==> src/rtl/dram_cmd_pkg.sv <==
// Shared definitions for the DRAM command buffer.
// Holds the command field widths and the packed command record
// {addr, rnw, wr_data, wr_be} (195 bits) stored in the FIFO.
package dram_cmd_pkg;

  localparam int unsigned ADDR_W = 32;
  localparam int unsigned DATA_W = 144;
  localparam int unsigned BE_W   = 18;
  localparam int unsigned CMD_W  = ADDR_W + 1 + DATA_W + BE_W;

  typedef struct packed {
    logic [ADDR_W-1:0] addr;
    logic              rnw;
    logic [DATA_W-1:0] wr_data;
    logic [BE_W-1:0]   wr_be;
  } dram_cmd_t;

endpackage

==> src/rtl/dram_cmd_ram.sv <==
// Command storage for dram_cmd_buffer.
// DEPTH x dram_cmd_t simple dual-port memory: synchronous write,
// asynchronous read, no reset.
//   dram_clk : write clock
//   we       : write enable
//   waddr    : write address
//   wdata    : command written at waddr
//   raddr    : read address
//   rdata    : command stored at raddr (combinational)
module dram_cmd_ram
  import dram_cmd_pkg::*;
#(
  parameter int unsigned DEPTH = 16,
  parameter int unsigned AW    = 4
) (
  input  logic          dram_clk,
  input  logic          we,
  input  logic [AW-1:0] waddr,
  input  dram_cmd_t     wdata,
  input  logic [AW-1:0] raddr,
  output dram_cmd_t     rdata
);

  dram_cmd_t mem [DEPTH];

  always_ff @(posedge dram_clk) begin
    if (we) mem[waddr] <= wdata;
  end

  assign rdata = mem[raddr];

endmodule

==> src/rtl/dram_cmd_buffer.sv <==
// DRAM command buffer: FIFO between an upstream command source and the
// DRAM controller.
//   dram_clk / dram_rst          : clock, async active-high reset
//   in_cmd_addr/rnw/valid        : incoming command (pushed whenever valid)
//   in_wr_data / in_wr_be        : incoming write payload
//   in_cmd_ack                   : registered, upstream may keep issuing
//   out_cmd_addr/rnw/valid       : registered command to controller
//   out_wr_data / out_wr_be      : registered write payload
//   out_fifo_ready               : controller accepts a command this cycle
//   fill_level                   : current entry count
//   overflow                     : sticky, a command was dropped
module dram_cmd_buffer
  import dram_cmd_pkg::*;
#(
  parameter int unsigned DEPTH     = 16,
  parameter int unsigned ACK_SLACK = 2
) (
  input  logic                     dram_clk,
  input  logic                     dram_rst,
  input  logic [ADDR_W-1:0]        in_cmd_addr,
  input  logic                     in_cmd_rnw,
  input  logic                     in_cmd_valid,
  input  logic [DATA_W-1:0]        in_wr_data,
  input  logic [BE_W-1:0]          in_wr_be,
  output logic                     in_cmd_ack,
  output logic [ADDR_W-1:0]        out_cmd_addr,
  output logic                     out_cmd_rnw,
  output logic                     out_cmd_valid,
  output logic [DATA_W-1:0]        out_wr_data,
  output logic [BE_W-1:0]          out_wr_be,
  input  logic                     out_fifo_ready,
  output logic [$clog2(DEPTH):0]   fill_level,
  output logic                     overflow
);

  localparam int unsigned PW = $clog2(DEPTH);
  localparam int unsigned CW = PW + 1;
  localparam logic [CW-1:0] FULL_CNT  = CW'(DEPTH);
  localparam logic [CW-1:0] ACK_LIMIT = CW'(DEPTH - ACK_SLACK - 1);

  logic [PW-1:0] wr_ptr;
  logic [PW-1:0] rd_ptr;
  logic [CW-1:0] count;
  logic [CW-1:0] count_next;
  logic          push;
  logic          pop;
  dram_cmd_t     in_cmd;
  dram_cmd_t     head_cmd;

  assign in_cmd = '{addr: in_cmd_addr, rnw: in_cmd_rnw,
                    wr_data: in_wr_data, wr_be: in_wr_be};

  // A full FIFO still accepts a push when a pop frees the head slot in the
  // same cycle; the head is read asynchronously before the write lands.
  always_comb begin
    pop        = (count != '0) && out_fifo_ready;
    push       = in_cmd_valid && ((count != FULL_CNT) || pop);
    count_next = count;
    case ({push, pop})
      2'b10:   count_next = count + CW'(1);
      2'b01:   count_next = count - CW'(1);
      default: count_next = count;
    endcase
  end

  dram_cmd_ram #(
    .DEPTH (DEPTH),
    .AW    (PW)
  ) u_ram (
    .dram_clk (dram_clk),
    .we       (push),
    .waddr    (wr_ptr),
    .wdata    (in_cmd),
    .raddr    (rd_ptr),
    .rdata    (head_cmd)
  );

  always_ff @(posedge dram_clk or posedge dram_rst) begin
    if (dram_rst) begin
      wr_ptr        <= '0;
      rd_ptr        <= '0;
      count         <= '0;
      in_cmd_ack    <= 1'b0;
      overflow      <= 1'b0;
      out_cmd_valid <= 1'b0;
      out_cmd_addr  <= '0;
      out_cmd_rnw   <= 1'b0;
      out_wr_data   <= '0;
      out_wr_be     <= '0;
    end else begin
      if (push) wr_ptr <= wr_ptr + PW'(1);
      if (pop)  rd_ptr <= rd_ptr + PW'(1);
      count      <= count_next;
      in_cmd_ack <= (count_next <= ACK_LIMIT);
      if (in_cmd_valid && !push) overflow <= 1'b1;
      out_cmd_valid <= pop;
      if (pop) begin
        out_cmd_addr <= head_cmd.addr;
        out_cmd_rnw  <= head_cmd.rnw;
        out_wr_data  <= head_cmd.wr_data;
        out_wr_be    <= head_cmd.wr_be;
      end
    end
  end

  assign fill_level = count;

endmodule

==> config.mk <==
export PLATFORM = sky130hd
export DESIGN_NAME = dram_cmd_buffer
export DESIGN_NICKNAME = d
export VERILOG_FILES = /design/src/rtl/dram_cmd_pkg.sv /design/src/rtl/dram_cmd_ram.sv /design/src/rtl/dram_cmd_buffer.sv
export SDC_FILE = /design/constraint.sdc
export NUM_CORES = 2
export LEC_CHECK = 0
export ABC_CLOCK_PERIOD_IN_PS = 34600
export CAP_MARGIN = 0
export CORE_MARGIN = 3
export CORE_UTILIZATION = 45
export CTS_CLUSTER_SIZE = 8
export DETAILED_ROUTE_END_ITERATION = 6
export GPL_TIMING_DRIVEN = 1
export PLACE_DENSITY = 0.63
export SYNTH_ARGS = -nofsm -noshare
export SYNTH_HDL_FRONTEND = slang
export SYNTH_HIERARCHICAL = 1
export SYNTH_SLANG_ARGS = --single-unit
==> constraint.sdc <==
create_clock -name dram_clk -period 34.6 [get_ports dram_clk]
set_clock_uncertainty 0.15 [all_clocks]
set_input_delay 8.65 -clock dram_clk [delete_from_list [all_inputs] [get_ports dram_clk]]
set_output_delay 8.65 -clock dram_clk [all_outputs]
set_load 0.03 [all_outputs]
* After elaboration in Yosys (flattened, before gate mapping) *
Memory sizes are Yosys's and may differ from the RTL's. A register that Yosys moved wholly into a read port is not among the register bits.
Cells that the tools add are included.

word-level totals
  input bits = 199
  memories = 1
  word-level logic and storage cells = 24
  bits in latches = 0
  output and inout bits = 203
  RAM bits = 3120
  bits in read-only memories = 0
  register bits after elaboration = 16

operators by class
  magnitude comparators = 1
  muxes and demuxes = 3
  shift operators = 0
  bitwise operators = 0
  reduce and logical (&&, ||, !) cells = 6
  equality and inequality tests = 3
  $mul = 0
  div/mod/pow operators = 0
  add/sub/neg operators = 4

memories
  name       words  width  read ports  clocked after Yosys merged registers in  wr ports  line                RTL
  u_ram.mem  16     195    1           1                                        1         dram_cmd_ram.sv:24  dram_cmd_t mem [DEPTH];

operator list
  kind                                                             count
  case mux 5 bit (2 select lines)                                  1
  adder 4 x 1 -> 4 bit (second input constant)                     2
  adder 5 x 1 -> 5 bit (second input constant)                     1
  less-or-equal comparator 5 x 4 -> 1 bit (second input constant)  1
  != test 5 bit (second input constant)                            1
  nonzero test 5 bit                                               1
  subtractor 5 x 1 -> 5 bit (second input constant)                1
  logical AND 1 bit                                                3
  == test 2 x 1 -> 1 bit (second input constant)                   1
  == test 2 bit (second input constant)                            1
  2-to-1 mux 1 bit                                                 2
  zero test 1 bit                                                  1
  logical OR 1 bit                                                 1

* Logic depth before layout (Yosys ltp) *
  depth after elaboration = 7
  depth in mapped cells = 10
  depth with buffers taken out = 10

* By module *
Netlist, hierarchy kept.

modules (own cells, without submodules)
  module           cells an instance  seq. area each (um^2)  instances  area an instance (um^2)
  dram_cmd_ram     4882               93689.9                1          116843.3
  dram_cmd_buffer  909                5280.1                 1          8167.8

* Least setup slack after synthesis *
No wires, ideal clock.

  path kind = input port to flip-flop
  from = in out_fifo_ready
  to = mem u_ram/mem[0][0] in the netlist's numbering, enable pin
  stages on the path = 4
  required time = 33.461 ns
  buffers on the path = 1
  library setup time = 0.989 ns
  path slack = 10.583 ns
  arrival = 22.879 ns
  cells stage by stage = clkbuf_1 -> o21a_1 -> or3b_2 -> nor3_1

on the way
  word-level cells in the longest chain between the ends = 5

ends and longest elaborated chain
  what                                    line                   RTL
  from (decl)                             dram_cmd_buffer.sv:31  input logic out_fifo_ready,
  logical AND 1 bit                       dram_cmd_buffer.sv:56  pop = (count != '0) && out_fifo_ready;
  logical OR 1 bit                        dram_cmd_buffer.sv:57  push = in_cmd_valid && ((count != FULL_CNT) || pop);
  logical AND 1 bit                       dram_cmd_buffer.sv:57
  via push                                dram_cmd_buffer.sv:45  logic push;
  2-to-1 mux 1 bit                        dram_cmd_ram.sv:27     if (we) mem[waddr] <= wdata;
  2-to-1 mux 1 bit (implied by the code)  dram_cmd_ram.sv:27
  to (decl)                               dram_cmd_ram.sv:24

The timed path passes the listed nets, and every way through them passes these cells.

* Worst setup path after layout *
  from = in out_fifo_ready
  to = mem u_ram/mem[7][133] in the netlist's numbering, enable pin

Same word-level chain as after synthesis.

==> flow_summary.yaml <==
die:
  die_h_um: 533
  dieArea_mm2: 0.284
  coreArea_mm2: 0.275
  initial_core_util_pct: 45.4
  fp.dieW_um: 533
  boundaryPins: 402
  num_rows: 192
yosys:
  yosysTopAreaCell: "edfxtp_1"
  ys_async_sr_fraction_pct: 6.33
  ys_warn_count: 6
  ys_top_cells_by_area: "edfxtp_1 (75%), mux4_2 (13%), dfrtp_1 (4.2%)"
  yosysTopAreaCellShare_pct: 74.9
  syn_area_per_cell_um2: 21.6
  syn_area_mm2: 0.125
  synth-edff-count: 3120
  yosysMostFrequentCell: "edfxtp_1"
  ys_seq_area_share_pct: 79.2
  synthFlopType: "edfxtp_1"
  synth-seq-cells: 3331
  synth.distinct_cells: 50
  yosys-top-cells-count: "edfxtp_1 (3120), nand2_1 (759), mux4_2 (720)"
  netlist_instances: 5791
  mappedNetlistNets: 5996
timing:
  drv_slew: 0
  fin_ws_ps: 20900
  setup_tns_ps: 0
  slew_headroom_pct: 12.9
  finalSetupViolCount: 0
  fmax_mhz: 73.0
  final_hold_viol_count: 0
  fin_crit_ps: 13700
  finalCritPeriodShare_pct: 39.6
  rsz0062_at_grt: "false"
  worstMarginPinSlew_ps: 1310
clock_network:
  h-tree-depth: 5
  cts_buffers: 455
  cts_buffer_depth: 4
  cts_root_buffer: "clkbuf_16"
  holdBufCountCts: 0
  cts_setup_buffers: 0
  cts_tree: "built"
  clkLatencyLatePin_ps: 960
  ctsResizeCount: 0
  clkSlewWorstSetupHoldPaths_ps: 50
  cts.sinks: 3331
worst_hold_path:
  min_path_cells: 2
  worstHoldEndpoint: "out_wr_data[110]"
  min_from: "out_wr_data[110]"
  hold_path.class: "flip-flop to flip-flop"
worst_setup_path:
  slowest_stage: "nor2_4"
  crit_fanout: 48
  slowest_delay_ps: 990
  r2r_slack_ps: 28670
  regToRegStartpoint: "rd_ptr[0]"
  cp_data_required_time_ps: 34960
  worst_r2r_path_depth: 9
  critPathBufInv: 4
  r2r-end: "out_wr_data[51]"
  worstPathArrival_ps: 14070
  end_kind: "flip-flop"
  critPathTopFamily: "buffers and inverters"
  crit_path_cell_trace: "clkdlybuf4s50_1 -> o21a_1 -> nand3b_1 -> nor2_4 -> buf_4 -> buf_4 -> buf_4"
  crit_type: "input pin to flip-flop"
  path_common_cell: "buf_4"
  cp-start-kind: "input pin"
  worst-path-stages: 7
place:
  dpl.hpwl_um: 163000
  dp_slack_ps: 20060
  dpl_cell_area_mm2: 0.133
  gp_congestion: 0.740
  dp.cells: 9674
  numPortBuffers: 401
cells_and_area:
  finalNetCount: 6650
  final_layout_size_suffix_gt1_share_pct: 21.2
  nFillCells: 21000
  stdcell_count: 10500
  finalInstanceArea_mm2: 0.147
  synthToLayoutAreaGrowth_pct: 17.3
grt:
  grt_pass1_wl_um: 447000
  gr-total-overflow: 0
  antenna_found_initial: 68
  grt_max_degree: 151
  grt_pass1_vias: 64100
  grt_usage_pct: 21.3
drt:
  drc_errors: 0
  first_iter_violations: 5882
  wl_per_cell_um: 28.9
  ant_nets: 0
  vias: 60800
  dr.pass1.iters: 5
  wirelength_um: 305000
  vias_per_cell: 5.77
run_status:
  outcome: "completed"
power:
  p_leak_nw: 47.7
  peakVddDrop_mv: 0.0793
  power_density_mw_per_mm2: 87.5
run:
  drv_cap: 0
-- cell families after synthesis --
logic type	after synthesis	synth area share, %
mux	848	14.1
xor+xnor	11	0.0771
flops	3331	79.2
simple gates	816	2.54
compound gates	461	2.72
buf+inv	318	1.31
fa+ha+maj	6	0.0661
-- registers in the layout, summed over array words and instances, names as in the netlist --
register	count
in_cmd_ack	1
out_cmd_valid	1
u_ram/mem	3120
out_wr_be	18
out_cmd_rnw	1
wr_ptr	4
overflow	1
out_wr_data	144
rd_ptr	4
out_cmd_addr	32
fill_level	5
-- per-stage QoR --
stage | power, W | hold slack [ps] | util, %
6_report | 0.0128 | 320 | 53.3
4_1_cts | 0.0130 | 323 | 53.3
3_5_place_dp | 0.00883 | 311 | 48.4
5_1_grt | 0.0134 | 346 | 53.3
3_3_place_gp | 0.00880 | 310 | 48.4
2_1_floorplan | 0.00763 | 290 | -
-- layer usage --
layer | GRT usage (%) | routed length, um | vias up
li1 | - | - | 25300
met1 | 30.0 | 128000 | 32700
met2 | 34.0 | 146000 | 2266
met3 | 5.18 | 24400 | 456
met4 | 4.55 | 5760 | 30
met5 | 0 | 207 | -
-- power by group --
group	leakage, nW	internal [W]	total [W]	switching (W)
Clock	6.33	0.00249	0.00412	0.00164
Combinational	10.6	0.00140	0.00356	0.00216
Sequential	30.8	0.00495	0.00516	0.000206
-- worst reg2reg max path, cell delays in order, from the launching register on --
cell     delay [ps]
dfrtp_4        1060
buf_12          660
buf_4           780
buf_4           850
buf_4           990
mux4_2          630
a22oi_1         270
nand2_1         270
nand2_1         120
nand2_1          70
-- how the worst max path moves through the flow --
stage,from,endpoint,slack [ps]
floorplan,out_fifo_ready,u_ram/mem[0][0],10580
global placement,out_fifo_ready,u_ram/mem[7][143],20150
detailed placement,out_fifo_ready,u_ram/mem[7][133],20060
CTS,out_fifo_ready,u_ram/mem[7][133],21010
global route,out_fifo_ready,u_ram/mem[7][133],20740
finish,out_fifo_ready,u_ram/mem[7][133],20900
-- layout make-up --
class                           instances  area, um2  area share, %
Inverter                                6       37.5         0.0256
Clock buffer                          803      12800           8.74
Multi-Input combinational cell       2142      24600           16.8
Antenna cell                           29       72.6         0.0495
Tap cell                             3686       4610           3.14
Clock inverter                         25        599          0.409
Timing Repair Buffer                  509       5000           3.41
Sequential cell                      3331      99000           67.5
-- cells in the final DEF, fill, tap and decap left out, types with 5 or more instances in the layout --
cell / Yosys / routed
clkinv_16: 0 / 14
ha_1: 5 / 5
a22oi_1: 354 / 354
clkdlybuf4s50_1: 0 / 401
buf_4: 12 / 94
buf_12: 0 / 14
edfxtp_1: 3120 / 3120
diode_2: 0 / 29
o21ai_1: 26 / 26
dfrtp_1: 211 / 207
nor2_4: 0 / 14
clkbuf_1: 114 / 340
nand2b_1: 10 / 10
inv_16: 0 / 5
nand2_1: 759 / 759
o22ai_1: 35 / 35
mux2_2: 93 / 93
xnor2_1: 8 / 8
clkbuf_16: 0 / 459
mux2i_1: 7 / 7
mux2_1: 28 / 28
o221ai_1: 30 / 30
mux4_2: 720 / 720
Power figures use the tool's default switching activity.
